==> src/rtl/alt_vipitc130_common_pkg.sv <==
// Shared definitions for the VIP common trigger schedulers: FSM state
// encoding and width helpers used to size counters and ID buses.
package alt_vipitc130_common_pkg;

    localparam logic [2:0] ST_IDLE  = 3'd0;
    localparam logic [2:0] ST_SETUP = 3'd1;
    localparam logic [2:0] ST_FIRE  = 3'd2;
    localparam logic [2:0] ST_WAIT  = 3'd3;
    localparam logic [2:0] ST_GAP   = 3'd4;

    localparam int unsigned MAX_ACK_TIMEOUT = 32'd65535;
    localparam int unsigned MAX_GAP_CYCLES  = 32'd255;

    // Ceiling log2; clog2(1) is 0.
    function automatic int unsigned clog2(input int unsigned value);
        int unsigned width;
        int unsigned span;
        width = 32'd0;
        span  = 32'd1;
        while (span < value) begin
            span  = span << 1;
            width = width + 32'd1;
        end
        return width;
    endfunction

    // Bits needed for a counter running 0..limit-1, never less than one.
    function automatic int unsigned cnt_width(input int unsigned limit);
        return (clog2(limit) < 32'd1) ? 32'd1 : clog2(limit);
    endfunction

endpackage

==> src/rtl/alt_vipitc130_common_trigger_scheduler_if.sv <==
// Requester / channel side bundle of the trigger scheduler.
// master: the scheduler; slave: requesters plus the far-side ack return.
interface alt_vipitc130_common_trigger_scheduler_if #(
    parameter int NUM_REQ  = 4,
    parameter int ID_WIDTH = 2
);
    logic [NUM_REQ-1:0]  req;
    logic                ack_done;
    logic                trigger;
    logic [ID_WIDTH-1:0] trigger_id;
    logic                busy;
    logic [NUM_REQ-1:0]  done;
    logic                timeout_err;

    modport master (
        input  req, ack_done,
        output trigger, trigger_id, busy, done, timeout_err
    );

    modport slave (
        output req, ack_done,
        input  trigger, trigger_id, busy, done, timeout_err
    );
endinterface

==> src/rtl/alt_vipitc130_common_rr_arbiter.sv <==
// Combinational round-robin arbiter: searches upward from last_grant+1
// with wrap-around and reports the first pending index.
module alt_vipitc130_common_rr_arbiter
    import alt_vipitc130_common_pkg::*;
#(
    parameter int N = 4,
    localparam int IDX_W = clog2(N)
) (
    input  logic [N-1:0]     pending,
    input  logic [IDX_W-1:0] last_grant,
    output logic [N-1:0]     grant_onehot,
    output logic [IDX_W-1:0] grant_idx,
    output logic             any
);

    localparam int unsigned NU = N;

    // Rotating priority search; the first hit after last_grant wins.
    always_comb begin
        int unsigned idx_v;
        logic        found_v;
        grant_onehot = '0;
        grant_idx    = '0;
        found_v      = 1'b0;
        idx_v        = 32'd0;
        for (int unsigned k = 32'd1; k <= NU; k++) begin
            idx_v = 32'(last_grant) + k;
            if (idx_v >= NU) begin
                idx_v = idx_v - NU;
            end else begin
                idx_v = idx_v;
            end
            if (!found_v && pending[IDX_W'(idx_v)]) begin
                found_v                      = 1'b1;
                grant_idx                    = IDX_W'(idx_v);
                grant_onehot[IDX_W'(idx_v)]  = 1'b1;
            end else begin
                found_v = found_v;
            end
        end
        any = found_v;
    end

endmodule

==> src/rtl/alt_vipitc130_common_trigger_scheduler.sv <==
// Serialises round-robin trigger requests onto a single toggle-based
// clock-crossing trigger channel. trigger_id is a quasi-static side bus,
// held from SETUP until the transaction retires on ack or timeout.
module alt_vipitc130_common_trigger_scheduler
    import alt_vipitc130_common_pkg::*;
#(
    parameter int NUM_REQ     = 4,
    parameter int ID_WIDTH    = 2,
    parameter int ACK_TIMEOUT = 1023,
    parameter int GAP_CYCLES  = 3
) (
    input logic input_clock,
    input logic input_rst,
    alt_vipitc130_common_trigger_scheduler_if.master sched
);

    localparam int ACK_CNT_W = cnt_width(ACK_TIMEOUT);
    localparam int GAP_CNT_W = cnt_width(GAP_CYCLES);
    localparam logic [ACK_CNT_W-1:0] ACK_LAST = ACK_CNT_W'(ACK_TIMEOUT - 1);
    localparam logic [GAP_CNT_W-1:0] GAP_LAST = GAP_CNT_W'(GAP_CYCLES - 1);
    localparam logic [ID_WIDTH-1:0]  LAST_GRANT_RST = ID_WIDTH'(NUM_REQ - 1);

    logic [2:0]           state_r;
    logic [2:0]           state_nxt_s;
    logic [NUM_REQ-1:0]   pending_r;
    logic [ID_WIDTH-1:0]  last_grant_r;
    logic [ID_WIDTH-1:0]  trigger_id_r;
    logic                 trigger_r;
    logic                 busy_r;
    logic [NUM_REQ-1:0]   done_r;
    logic                 timeout_err_r;
    logic [ACK_CNT_W-1:0] ack_cnt_r;
    logic [GAP_CNT_W-1:0] gap_cnt_r;

    logic [NUM_REQ-1:0]   grant_onehot_s;
    logic [ID_WIDTH-1:0]  grant_idx_s;
    logic                 grant_any_s;
    logic                 grant_take_s;
    logic [NUM_REQ-1:0]   grant_clr_s;
    logic [NUM_REQ-1:0]   done_set_s;
    logic                 wait_ack_s;
    logic                 wait_expire_s;

    alt_vipitc130_common_rr_arbiter #(.N(NUM_REQ)) u_arb (
        .pending      (pending_r),
        .last_grant   (last_grant_r),
        .grant_onehot (grant_onehot_s),
        .grant_idx    (grant_idx_s),
        .any          (grant_any_s)
    );

    // Ack beats the final timeout count; ack outside WAIT is ignored.
    assign grant_take_s  = (state_r == ST_IDLE) && grant_any_s;
    assign wait_ack_s    = (state_r == ST_WAIT) && sched.ack_done;
    assign wait_expire_s = (state_r == ST_WAIT) && !sched.ack_done && (ack_cnt_r == ACK_LAST);

    // Next-state selection for the transaction sequencer.
    always_comb begin
        state_nxt_s = state_r;
        case (state_r)
            ST_IDLE:  if (grant_any_s) state_nxt_s = ST_SETUP; else state_nxt_s = ST_IDLE;
            ST_SETUP: state_nxt_s = ST_FIRE;
            ST_FIRE:  state_nxt_s = ST_WAIT;
            ST_WAIT:  if (wait_ack_s || wait_expire_s) state_nxt_s = ST_GAP; else state_nxt_s = ST_WAIT;
            ST_GAP:   if (gap_cnt_r == GAP_LAST) state_nxt_s = ST_IDLE; else state_nxt_s = ST_GAP;
            default:  state_nxt_s = ST_IDLE;
        endcase
    end

    // Pending-bit clear for the winner and one-hot decode of the done bit.
    always_comb begin
        grant_clr_s = '0;
        done_set_s  = '0;
        if (grant_take_s) begin
            grant_clr_s = grant_onehot_s;
        end else begin
            grant_clr_s = '0;
        end
        if (wait_ack_s) begin
            done_set_s[trigger_id_r] = 1'b1;
        end else begin
            done_set_s = '0;
        end
    end

    // Sequencer state and request capture; a new request beats its own clear.
    always_ff @(posedge input_clock or posedge input_rst) begin
        if (input_rst) begin
            state_r   <= ST_IDLE;
            pending_r <= '0;
        end else begin
            state_r   <= state_nxt_s;
            pending_r <= (pending_r & ~grant_clr_s) | sched.req;
        end
    end

    // Grant bookkeeping: winner ID stays on the side bus until the next grant.
    always_ff @(posedge input_clock or posedge input_rst) begin
        if (input_rst) begin
            last_grant_r <= LAST_GRANT_RST;
            trigger_id_r <= '0;
        end else if (grant_take_s) begin
            last_grant_r <= grant_idx_s;
            trigger_id_r <= grant_idx_s;
        end
    end

    // Ack-wait and post-transaction gap counters.
    always_ff @(posedge input_clock or posedge input_rst) begin
        if (input_rst) begin
            ack_cnt_r <= '0;
            gap_cnt_r <= '0;
        end else begin
            if (state_r == ST_FIRE) begin
                ack_cnt_r <= '0;
            end else if (state_r == ST_WAIT) begin
                ack_cnt_r <= ack_cnt_r + 1'b1;
            end
            if (state_r != ST_GAP) begin
                gap_cnt_r <= '0;
            end else begin
                gap_cnt_r <= gap_cnt_r + 1'b1;
            end
        end
    end

    // Registered outputs, all updated on the same edge as the state change.
    always_ff @(posedge input_clock or posedge input_rst) begin
        if (input_rst) begin
            trigger_r     <= 1'b0;
            busy_r        <= 1'b0;
            done_r        <= '0;
            timeout_err_r <= 1'b0;
        end else begin
            trigger_r     <= (state_nxt_s == ST_FIRE);
            busy_r        <= (state_nxt_s != ST_IDLE);
            done_r        <= done_set_s;
            timeout_err_r <= wait_expire_s;
        end
    end

    assign sched.trigger     = trigger_r;
    assign sched.trigger_id  = trigger_id_r;
    assign sched.busy        = busy_r;
    assign sched.done        = done_r;
    assign sched.timeout_err = timeout_err_r;

endmodule

==> src/flat_wrapper.sv <==
// flat-port wrapper written by rule: the top's interface ports become plain ports
module alt_vipitc130_common_trigger_scheduler_flat import alt_vipitc130_common_pkg::*;
#(
    parameter int NUM_REQ     = 4,
    parameter int ID_WIDTH    = 2,
    parameter int ACK_TIMEOUT = 1023,
    parameter int GAP_CYCLES  = 3
)
  (input_clock, input_rst, sched_req, sched_ack_done, sched_trigger, sched_trigger_id, sched_busy, sched_done, sched_timeout_err);
  alt_vipitc130_common_trigger_scheduler_if #(.NUM_REQ(NUM_REQ), .ID_WIDTH(ID_WIDTH)) sched_i ();
  input logic input_clock;
  input logic input_rst;
  input wire logic [$bits(sched_i.req)-1:0] sched_req;
  input wire logic [$bits(sched_i.ack_done)-1:0] sched_ack_done;
  output wire logic [$bits(sched_i.trigger)-1:0] sched_trigger;
  output wire logic [$bits(sched_i.trigger_id)-1:0] sched_trigger_id;
  output wire logic [$bits(sched_i.busy)-1:0] sched_busy;
  output wire logic [$bits(sched_i.done)-1:0] sched_done;
  output wire logic [$bits(sched_i.timeout_err)-1:0] sched_timeout_err;
  assign sched_i.req = sched_req;
  assign sched_i.ack_done = sched_ack_done;
  assign sched_trigger = sched_i.trigger;
  assign sched_trigger_id = sched_i.trigger_id;
  assign sched_busy = sched_i.busy;
  assign sched_done = sched_i.done;
  assign sched_timeout_err = sched_i.timeout_err;
  alt_vipitc130_common_trigger_scheduler #(.NUM_REQ(NUM_REQ), .ID_WIDTH(ID_WIDTH), .ACK_TIMEOUT(ACK_TIMEOUT), .GAP_CYCLES(GAP_CYCLES)) u_core (.input_clock(input_clock), .input_rst(input_rst), .sched(sched_i));
endmodule
==> config.mk <==
export PLATFORM = sky130hd
export DESIGN_NAME = alt_vipitc130_common_trigger_scheduler_flat
export DESIGN_NICKNAME = d
export VERILOG_FILES = /design/src/rtl/alt_vipitc130_common_pkg.sv /design/src/rtl/alt_vipitc130_common_trigger_scheduler_if.sv /design/src/rtl/alt_vipitc130_common_rr_arbiter.sv /design/src/rtl/alt_vipitc130_common_trigger_scheduler.sv /design/src/flat_wrapper.sv
export SDC_FILE = /design/constraint.sdc
export NUM_CORES = 1
export LEC_CHECK = 0
export BUFFER_PORTS_ARGS = -buffer_cell sky130_fd_sc_hd__buf_2
export CELL_PAD_IN_SITES_DETAIL_PLACEMENT = 2
export CELL_PAD_IN_SITES_GLOBAL_PLACEMENT = 2
export CORE_MARGIN = 10
export CORE_UTILIZATION = 28
export DETAILED_ROUTE_END_ITERATION = 7
export PLACE_DENSITY_LB_ADDON = 0.15
export SETUP_SLACK_MARGIN = 0.4
export SYNTH_ARGS = -nofsm -noshare
export SYNTH_HDL_FRONTEND = slang
export SYNTH_SLANG_ARGS = --single-unit
==> constraint.sdc <==
create_clock -name input_clock -period 3.7 [get_ports input_clock]
set_clock_uncertainty 0.15 [all_clocks]
set_input_delay 0.74 -clock input_clock [delete_from_list [all_inputs] [get_ports input_clock]]
set_output_delay 0.74 -clock input_clock [all_outputs]
set_load 0.01 [all_outputs]
# Yosys cells after proc, flatten, opt, wreduce, memory -nomap -nowiden
# Cells that the tools add are included.
[word_totals]
regBits = 30
output_inout_bits = 9
elab_cells = 111
[classes]
n_addsub = 10
order_cmp = 14
eq_ne = 8
muxes = 43
n_bitwise = 6
n_reduce_logical = 20
[ops]
columns = ["operator", "n"]
rows = [
  ["two-way mux 4 bit", 6],
  ["two-way mux 10 bit", 2],
  ["two-way mux 2 bit", 9],
  ["bitwise OR 4 bit", 4],
  ["< comparator 2 x 3 -> 1 bit (second input constant)", 5],
  ["one-hot mux 3 bit (5 select lines)", 1],
  ["two-way mux 1 bit", 14],
  ["logical AND 1 bit", 12],
  ["adder 10 x 1 -> 10 bit (second input constant)", 1],
  ["demux 1 bit (select 2 bit)", 5],
  ["equality test 10 bit (second input constant)", 1],
  ["greater-or-equal comparator 2 x 1 -> 1 bit (second input constant)", 5],
  ["equality test 3 x 2 -> 1 bit (second input constant)", 3],
  ["greater-or-equal comparator 3 bit (second input constant)", 3],
  ["binary-select mux 1 bit (select 2 bit)", 4],
  ["subtractor 2 x 1 -> 2 bit (second input constant)", 4],
  ["adder 2 x 2 -> 3 bit (second input constant)", 2],
  ["two-way mux 3 bit", 2],
  ["adder 2 x 3 -> 4 bit (second input constant)", 1],
  ["bitwise AND 4 bit", 1],
  ["greater-or-equal comparator 4 x 3 -> 1 bit (second input constant)", 1],
  ["zero test 1 bit", 4],
  ["inverter 4 bit", 1],
  ["adder 2 x 1 -> 3 bit (second input constant)", 1],
  ["other kinds (9)", 9],
]

# Logic depth before layout (Yosys ltp)
# Gate-level depths: netlist of the first run.
[logic_depth]
ltp_word = 20
ltp_mapped = 9
depth_no_buf = 7

# Cells and area by module
# Synthesis of the first run repeated with hierarchy kept, for this count alone.
[unflattened]
cells_unflattened = 197
area_unflattened_um2 = 1851.8
[modules_own_cells]
columns = ["module", "n_inst", "cells_per_inst", "area_each_um2"]
rows = [
  ["alt_vipitc130_common_trigger_scheduler", 1, 129, 1326.3],
  ["alt_vipitc130_common_rr_arbiter", 1, 68, 525.5],
]

# Worst setup path after synthesis of the first run
# Ideal clock, no wire load.
[synth_timing]
path_kind = "input port to flip-flop"
startpoint = "input port u_core.last_grant_r[1]"
endpoint = "register u_core.pending_r[2]"
setup_time_ns = 0.124
arrival_ns = 2.399
required_time_ns = 3.426
path_slack_ns = 1.027
path_stages = 10
cell_sequence = "dfstp_2 buf_1 inv_1 ha_1 clkbuf_1 and3b_1 nor3_1 nor3_2 a221oi_1 a211o_1"
[synth_via]
elab_chain_cells = 20
[synth_rtl]
columns = ["item", "line", "source"]
rows = [
  ["start, declared", "alt_vipitc130_common_trigger_scheduler.sv:26", "logic [ID_WIDTH-1:0] last_grant_r;"],
  ["parallel branches: the longest is 16 deep, another holds adder 2 x 1 -> 3 bit", "-", ""],
  ["two-way mux 4 bit (*)", "alt_vipitc130_common_trigger_scheduler.sv:74", "if (grant_take_s) begin"],
  ["inverter 4 bit (*)", "alt_vipitc130_common_trigger_scheduler.sv:93", "pending_r <= (pending_r & ~grant_clr_s) | sched.req;"],
  ["bitwise AND 4 bit (*)", "alt_vipitc130_common_trigger_scheduler.sv:93", ""],
  ["bitwise OR 4 bit (*)", "alt_vipitc130_common_trigger_scheduler.sv:93", ""],
  ["end signal, assigned", "alt_vipitc130_common_trigger_scheduler.sv:93", ""],
  ["end, declared", "alt_vipitc130_common_trigger_scheduler.sv:25", "logic [NUM_REQ-1:0] pending_r;"],
]
# Every way passes the cells marked *. The select of a mux whose other input is x is not followed.
# A chain may end at the register's enable or synchronous reset.

# Final worst setup path of the first run
[layout_timing]
startpoint = "input port u_core.last_grant_r[0]"
endpoint = "register u_core.pending_r[1]"
# The elaborated chain is that of the path after synthesis.

==> reports/summary.md, run 1 <==
The final number of setup-violating endpoints was 0; the die width was 100 um. The height of the die was 100 um; the total clock sinks was 30. The layer flagged by global routing as most heavily used is met2. The run gives 3690 um as the detailed placement HPWL.

The number of buffers inserted by port buffering came out at 15. The number of synthesized flops with an enable pin is 0. The via count of the routed design was 1,505; the wire length of the first global-routing pass was 8410 um. The tree is rooted in a sky130_fd_sc_hd__clkbuf_8. The number of remaining DRC errors is 0, and the clock insertion delay at the later pin of the skew report is 0.28 ns.

The transition time at the pin with the least slew margin was 1.15 ns. The H-tree was split into 2 levels. The total congestion overflow was 0; the average wire per standard cell was 17.5 um.

The global routing usage on met2 is 0.183. Counting along the longest clock path gives a buffer depth of 2. The area growth from synthesis to layout is 13.1%. The async set-or-reset flop fraction in the synthesized netlist is 1.00, and the layout net count is 224.

The layout has 715 filler cells. STA classifies the critical path startpoint as a register. The worst path meets setup with 0.715 ns of slack. After routing, the total negative slack on setup checks comes to 0 ns.

Timing would allow up to 0.335 GHz. Count of pins over their slew limit: 0. In the synthesized netlist the dominant register cell turns out to be sky130_fd_sc_hd__dfrtp_1. The region available for standard cell placement spans 6310 sq um.

Of all nets on the critical path, the largest fanout is 17. Setup repair after global routing left no endpoint under its margin. A synthesized cell averages 9.34 sq um.

The run gives 0.113 as the global routing met1 resource utilization. The run gives 1,666 as the number of global-route vias before repair. The commonest cells after synthesis are sky130_fd_sc_hd__dfrtp_1 (28), sky130_fd_sc_hd__nand2_1 (18), sky130_fd_sc_hd__nor2_1 (16). The tools report the maximum number of pins on one net before global-route repair as 30.

The congestion estimate from routability-driven global placement came to 0.799. The I/O pin count is 16. Number of detailed-routing iterations run before antenna repair: 4. Summed over all cells, the static leakage comes to 0.875 nW. The logs give 0.418 for the sequential cell area fraction in the yosys report and 211 for the net count after synthesis. The floorplan die area is 10,000 sq um, and the signal arrival time at the worst endpoint is 3.00 ns.

Data on the critical path is required at its endpoint by 3.72 ns. Counting I/O delays and the setup requirement, the final critical path takes 2.98 ns. Using the TritonRoute via totals, the vias-per-cell ratio works out to 5.30. The worst setup path is captured at a register. The logs give 1800 sq um for the combined area of all synthesized cells and 0.234 for the headroom to the max-slew limit. The worst setup path is of the register to register kind. For the summed area of non-filler cells in the final layout, the log shows 2040 sq um. The type of the worst min-delay path was register to register.

The tools report the clock buffer count from CTS as 5. The tools report the combined global-route utilization of all metal layers as 0.102. Initial standard-cell utilization of the core: 0.285. The tightest hold path in the finished design has a slack of 0.279 ns. The count of distinct cell types in the synthesized netlist was 44; the number of hold violations in the final report was 0. The post-detailed-route count of antenna-violating nets is 0, and the site row count is 29. After synthesis the netlist holds a flip-flop and latch count of 30.

TritonCTS built the clock tree. At the placement stage, the worst setup path has a slack of 0.701 ns. For this block, the initial DRC count from the detailed router was 23.

The run gives 0 as the diode insertion count for antenna repair. The run gives 0 as the number of warnings printed during yosys synthesis. In the post-synthesis netlist, the biggest area contributors are sky130_fd_sc_hd__dfrtp_1 (39%), sky130_fd_sc_hd__ha_1 (7.6%), sky130_fd_sc_hd__nand2_1 (3.8%), sky130_fd_sc_hd__nor2_1 (3.3%), sky130_fd_sc_hd__dfstp_2 (2.9%). The run finished with clean final reports.

After clock tree synthesis, the clock-pin slew on the worst setup and hold paths is 0.07 ns. In the post-synthesis netlist, the cell with the most instances is sky130_fd_sc_hd__dfrtp_1. The largest area contributor in the synthesized netlist was sky130_fd_sc_hd__dfrtp_1.

For the post-cts gate resize count, the log shows 0. The post-CTS repair timing setup buffer count came out at 0. Met3 global-route usage: 0.0240. Layout cell share with drive strength beyond 1: 0.150. The share of the synthesized area in the top cell type is 0.389.

The run gives 193 as the number of instances in the synthesized netlist. The number of hold buffers added after CTS was 0. The placed instances occupy a cell area of 1940 sq um. The part of the cycle the worst path needs came out at 0.807. IR analysis of the VDD net gives a maximum drop of 0.281 mV. For this design the ratio of total power to cell area is 703 nW/um^2.

The initial antenna violation count is 0. Across the run, the number of max-cap violations was 0. The routed design has 4960 um of wire.
-- through the flow --
step	utilization	total power, mW	instances
floorplan	-	0.973	193
global route	0.323	1.56	284
CTS	0.323	1.46	284
finish	0.323	1.43	284
global placement	0.308	1.12	276
detailed placement	0.308	1.17	276
-- path summary, 6_finish.rpt --
kind / from / endpoint / slack [ns] / depth (start not counted)
setup reg to reg: u_core.last_grant_r[0]$_DFFE_PP1P_ / u_core.pending_r[1]$_DFF_PP0_ / 0.72 / 7
hold / removal: u_core.gap_cnt_r[0]$_DFF_PP0_ / u_core.gap_cnt_r[0]$_DFF_PP0_ / 0.28 / 1
setup / recovery: u_core.last_grant_r[0]$_DFFE_PP1P_ / u_core.pending_r[1]$_DFF_PP0_ / 0.72 / 7
hold reg to reg: u_core.gap_cnt_r[0]$_DFF_PP0_ / u_core.gap_cnt_r[0]$_DFF_PP0_ / 0.28 / 1
min in group asynchronous: input_rst / u_core.gap_cnt_r[0]$_DFF_PP0_ / 0.60 / 2
max in group asynchronous: input_rst / u_core.last_grant_r[1]$_DFFE_PP1P_ / 2.05 / 3
-- placed cells by master, fill, tap and decap left out, types with 2 or more instances in the layout --
cell type / n
sky130_fd_sc_hd__o211ai_1: 3
sky130_fd_sc_hd__a221oi_1: 4
sky130_fd_sc_hd__o21ai_0: 8
sky130_fd_sc_hd__a211o_1: 5
sky130_fd_sc_hd__a21oi_1: 8
sky130_fd_sc_hd__buf_2: 15
sky130_fd_sc_hd__clkbuf_8: 6
sky130_fd_sc_hd__nor3_1: 9
sky130_fd_sc_hd__nand3_1: 6
sky130_fd_sc_hd__a21o_1: 2
sky130_fd_sc_hd__nand3b_1: 4
sky130_fd_sc_hd__o21a_1: 3
sky130_fd_sc_hd__xor2_1: 2
sky130_fd_sc_hd__nor2_1: 16
sky130_fd_sc_hd__nor3b_1: 5
sky130_fd_sc_hd__dfstp_2: 2
sky130_fd_sc_hd__o22ai_1: 2
sky130_fd_sc_hd__and3b_1: 3
sky130_fd_sc_hd__ha_1: 11
sky130_fd_sc_hd__o311ai_0: 2
sky130_fd_sc_hd__mux4_2: 2
sky130_fd_sc_hd__xnor2_1: 2
sky130_fd_sc_hd__nand2b_1: 4
sky130_fd_sc_hd__mux2i_1: 4
sky130_fd_sc_hd__and2_1: 2
sky130_fd_sc_hd__inv_1: 13
sky130_fd_sc_hd__nand2_1: 18
sky130_fd_sc_hd__dfrtp_1: 28
-- logic make-up after synthesis --
family                   share of synthesized area
XOR/XNOR                                    0.0194
multiplexers                                0.0535
AO/OA/AOI/OAI                                0.160
flip-flops                                   0.418
buffers and inverters                       0.0486
AND/OR/NAND/NOR                              0.224
adder cells (fa/ha/maj)                     0.0764
-- flip-flops by register name, indices dropped and copies added, names as in the netlist --
signal,flops
u_core.ack_cnt_r,10
u_core.gap_cnt_r,2
u_core.last_grant_r,2
u_core.pending_r,4
u_core.sched.busy,1
u_core.sched.done,4
u_core.sched.timeout_err,1
u_core.sched.trigger,1
u_core.sched.trigger_id,2
u_core.state_r,3
-- per-layer routing --
layer / vias to the layer above / routed length [um]
met3: 9 / 123
met5: - / 0
met2: 17 / 2610
met1: 766 / 2140
li1: 713 / -
met4: 0 / 90
-- worst max-delay path: stages, from the launching register on --
cell                       delay, ns
sky130_fd_sc_hd__dfstp_2        0.74
sky130_fd_sc_hd__inv_1          0.23
sky130_fd_sc_hd__ha_1           0.55
sky130_fd_sc_hd__mux4_2         0.41
sky130_fd_sc_hd__nand2b_1       0.22
sky130_fd_sc_hd__o211ai_1       0.21
sky130_fd_sc_hd__a221oi_1       0.07
sky130_fd_sc_hd__a211o_1        0.28
-- area by class of cell --
cell class | count | area, sq um | share of cell area
clock buffer | 6 | 82.6 | 0.0405
inverter | 13 | 48.8 | 0.0240
clock inverter | 2 | 12.5 | 0.00614
timing repair buffer | 16 | 82.6 | 0.0405
multi-input combinational | 140 | 961 | 0.472
sequential | 30 | 753 | 0.370
tap | 77 | 96.3 | 0.0473
-- power breakdown --
group | internal [mW] | total (mW) | leakage, nW | switching (mW)
logic | 0.240 | 0.582 | 0.454 | 0.343
registers | 0.416 | 0.567 | 0.374 | 0.151
clock network | 0.149 | 0.283 | 0.0472 | 0.133
Power figures use the tool's default switching activity.
==> run 2: changes to the inputs <==
clock period = 2.8 ns   (was 3.7 ns; I/O delays follow)
==> run 2 against run 1 <==
Compared with the run above:
- worst setup slack worse by 0.25 ns
- critical path depth shrank 1
- hold slack worse by 0.077 ns
- global-route usage is 0.40 points higher
- non-clock buffer count grew 7
- first-iteration DRC count grew 96%
- die area did not move
- count of clock-buffer cells in the layout rose by 1
- sequential power increased by 22%
- wire length up 9.8%
- flip-flop and latch count did not move
- critical endpoint is now u_core.pending_r[3]$_DFF_PP0_
==> reports/summary.md, run 2 (same netlist as run 1, synthesis figures left out) <==
After floorplanning, the core was sized to cover 6310 sq um. Most flop-heavy register: u_core.ack_cnt_r. For the final weighted congestion in routability-driven placement, the log shows 0.824. The run gives 0 as the total congestion overflow. In this run the critical register-to-register path is captured at u_core.pending_r[3]$_DFF_PP0_. In the routed layout, each cell is associated on average with a via count of 5.21. The reg-to-reg critical path startpoint was u_core.last_grant_r[0]$_DFFE_PP1P_.

Setup violations remaining at the end of the flow were counted as 0. The run gives 0.285 as the initial standard-cell utilization of the core. The detailed placement HPWL came out at 3770 um. The clock root buffer master is sky130_fd_sc_hd__clkbuf_8.

The flow ran to the end, and the final reports show no timing, DRC or antenna violations. At the worst endpoint, the arrival time is 2.34 ns. Leaving out fill and tap cells, the most frequent cells in the layout are sky130_fd_sc_hd__dfrtp_1 (27), sky130_fd_sc_hd__nand2_1 (18), sky130_fd_sc_hd__nor2_1 (16). The depth of the most critical reg-to-reg path was 6. The number of remaining DRC errors was 0. The first global-routing pass estimated 8810 um of wire. Clock-pin slew was measured on the worst setup and hold paths at 0.07 ns.

The number of global-route vias before repair came out at 1,708. The part of the cycle the worst path needs works out to 0.834. Type of the worst min-delay path: primary input to async pin. The average wire per standard cell is 18.7 um.

At the end of the flow, the number of nets in the layout was 231. The number of antenna diodes in the final layout is 0. The run gives 0.347 as the final design utilization.

Traced cell by cell, the critical path runs through buf_12 -> mux4_2 -> nand2b_1 -> o211ai_1 -> a221oi_2 -> a211o_1. The gate family responsible for the most delay along the worst path is compound AO/OA/AOI/OAI gates. The run gives 5450 um as the wire length reported by the detailed router.

For the reg2reg setup slack, the log shows 0.47 ns. The ratio of total power to cell area works out to 990 nW/um^2. The largest stage delay on the critical path is 0.56 ns. For the initial antenna violation count, the log shows 0. The floorplan step set the die width to 100 um.

The H-tree was split into 2 levels. The tools report the floorplan die area as 10,000 sq um. The tools report the combined global-route utilization of all metal layers as 0.106. The headroom to the max-slew limit was 0.560; the number of hold violations in the final report was 0. On the final layout, the worst hold slack is 0.202 ns.

The detail route stage leaves a number of antenna-violating nets equal to 0. STA classifies the critical path startpoint as a register. At the later pin of the worst-skew pair, clock insertion delay measures 0.28 ns. For this design the static power due to leakage is 0.944 nW.

The routed layout has 1,516 vias. Clock tree synthesis found a total of 30 sinks. The layout cell share with drive strength beyond 1 was 0.224. For the pin with the worst max-slew slack, the measured transition is 0.661 ns. The count of filler cells inserted in the layout is 703. TritonCTS built the clock tree. The critical path is of the register to register type.

In this run the number of cells on the critical path is 6. The number of buffers and inverters on the critical path works out to 1. Setup repair after global routing left no endpoint under its margin. The first routing iteration left 45 violations. Worst supply voltage drop on vdd: 0.308 mV.

The upper clock frequency limit was 0.428 GHz; the count of pins over their slew limit was 0. The initialized floorplan defines 29 standard-cell rows. Entering global routing, the biggest net connects 31 pins. Across the run, the number of max-cap violations was 0. For this run, the detailed router's first-pass iteration total came to 4. For the worst setup path, the data required time is 2.80 ns. Subtracting the final worst setup slack from the clock period gives 2.33 ns. After routing, the total negative slack on setup checks comes to 0 ns. Relative to the synthesized area, the layout overhead comes to 21.5%. Port buffering added 15 buffers. Among all stages on the critical path, the largest delay is contributed by sky130_fd_sc_hd__dfstp_2. In this run the worst path has a maximum fanout of 16. The die is 100 um tall. The I/O pin count was 16. No sink is reached through more buffers than the 2 on the longest clock path. The clock buffer count from CTS is 5, and the number of flip-flops under the largest register name is 10.

The library cell used most frequently in the layout, excluding fill and tap cells, is sky130_fd_sc_hd__dfrtp_1. STA classifies the critical path endpoint as a register.
## run 2: changes by cell type in the layout (fill, tap and decap cells not counted), moves of 2 or more
cell and change:
sky130_fd_sc_hd__nor3b_1 -2, sky130_fd_sc_hd__nor3b_2 +2, sky130_fd_sc_hd__o311ai_1 +2, sky130_fd_sc_hd__a221oi_1 -4, sky130_fd_sc_hd__o311ai_0 -2, sky130_fd_sc_hd__nor3_2 +2
sky130_fd_sc_hd__nor3_1 -2, sky130_fd_sc_hd__a221oi_2 +4, sky130_fd_sc_hd__buf_4 +6
## run 2: final cells by class
cell class                 count  area (sq um)  area share
sequential                    30           754       0.345
inverter                      13          48.8      0.0223
tap                           77          96.3      0.0440
multi-input combinational    140          1030       0.469
clock buffer                   7          86.3      0.0394
clock inverter                 1          30.0      0.0137
timing repair buffer          23           148      0.0674
## run 2: tightest hold or removal path, delay by kind of cell
| kind | cells | cell delay (ns) |
|---|---|---|
| buffers and inverters | 3 | 0.49 |
## run 2: power by group
group	leakage [nW]	internal (mW)	switching, mW	total, mW
Sequential	0.374	0.548	0.146	0.693
Clock	0.0585	0.290	0.164	0.454
Combinational	0.512	0.426	0.594	1.02
## run 2: metal layers
metal	up-vias	track usage	share of wire
li1	722	-	-
met1	774	0.121	0.43
met2	13	0.195	0.53
met3	7	0.0179	0.018
met4	0	0.0326	0.016
met5	-	0	0
## run 2: how the worst max path moves through the flow
| stage | from | endpoint | slack, ns |
|---|---|---|---|
| floorplan | u_core.last_grant_r[1]$_DFFE_PP1P_ | u_core.pending_r[2]$_DFF_PP0_ | 0.40 |
| global placement | u_core.last_grant_r[1]$_DFFE_PP1P_ | u_core.pending_r[2]$_DFF_PP0_ | 0.45 |
| detailed placement | u_core.last_grant_r[1]$_DFFE_PP1P_ | u_core.pending_r[2]$_DFF_PP0_ | 0.38 |
| CTS | u_core.last_grant_r[1]$_DFFE_PP1P_ | u_core.pending_r[2]$_DFF_PP0_ | 0.37 |
| global route | u_core.last_grant_r[0]$_DFFE_PP1P_ | u_core.pending_r[3]$_DFF_PP0_ | 0.38 |
| finish | u_core.last_grant_r[0]$_DFFE_PP1P_ | u_core.pending_r[3]$_DFF_PP0_ | 0.47 |
## run 2: stage by stage
step / worst slack, ns / cell area (sq um) / instances / total power [mW]
6_report: 0.466 / 2190 / 291 / 2.17
5_1_grt: 0.381 / 2190 / 291 / 2.35
4_1_cts: 0.367 / 2120 / 290 / 2.09
3_5_place_dp: 0.379 / 1980 / 281 / 1.61
3_3_place_gp: 0.449 / 1980 / 281 / 1.55
2_1_floorplan: 0.403 / 1810 / 193 / 1.30
## run 2: timing repair
item | in CTS | in global routing
setup buffers | 1 | 1
gates cloned | 0 | 0
pin swaps | 1 | 1
endpoints found under the setup margin | 4 | 5
gates resized for setup | 3 | 14
hold buffers | 0 | 0
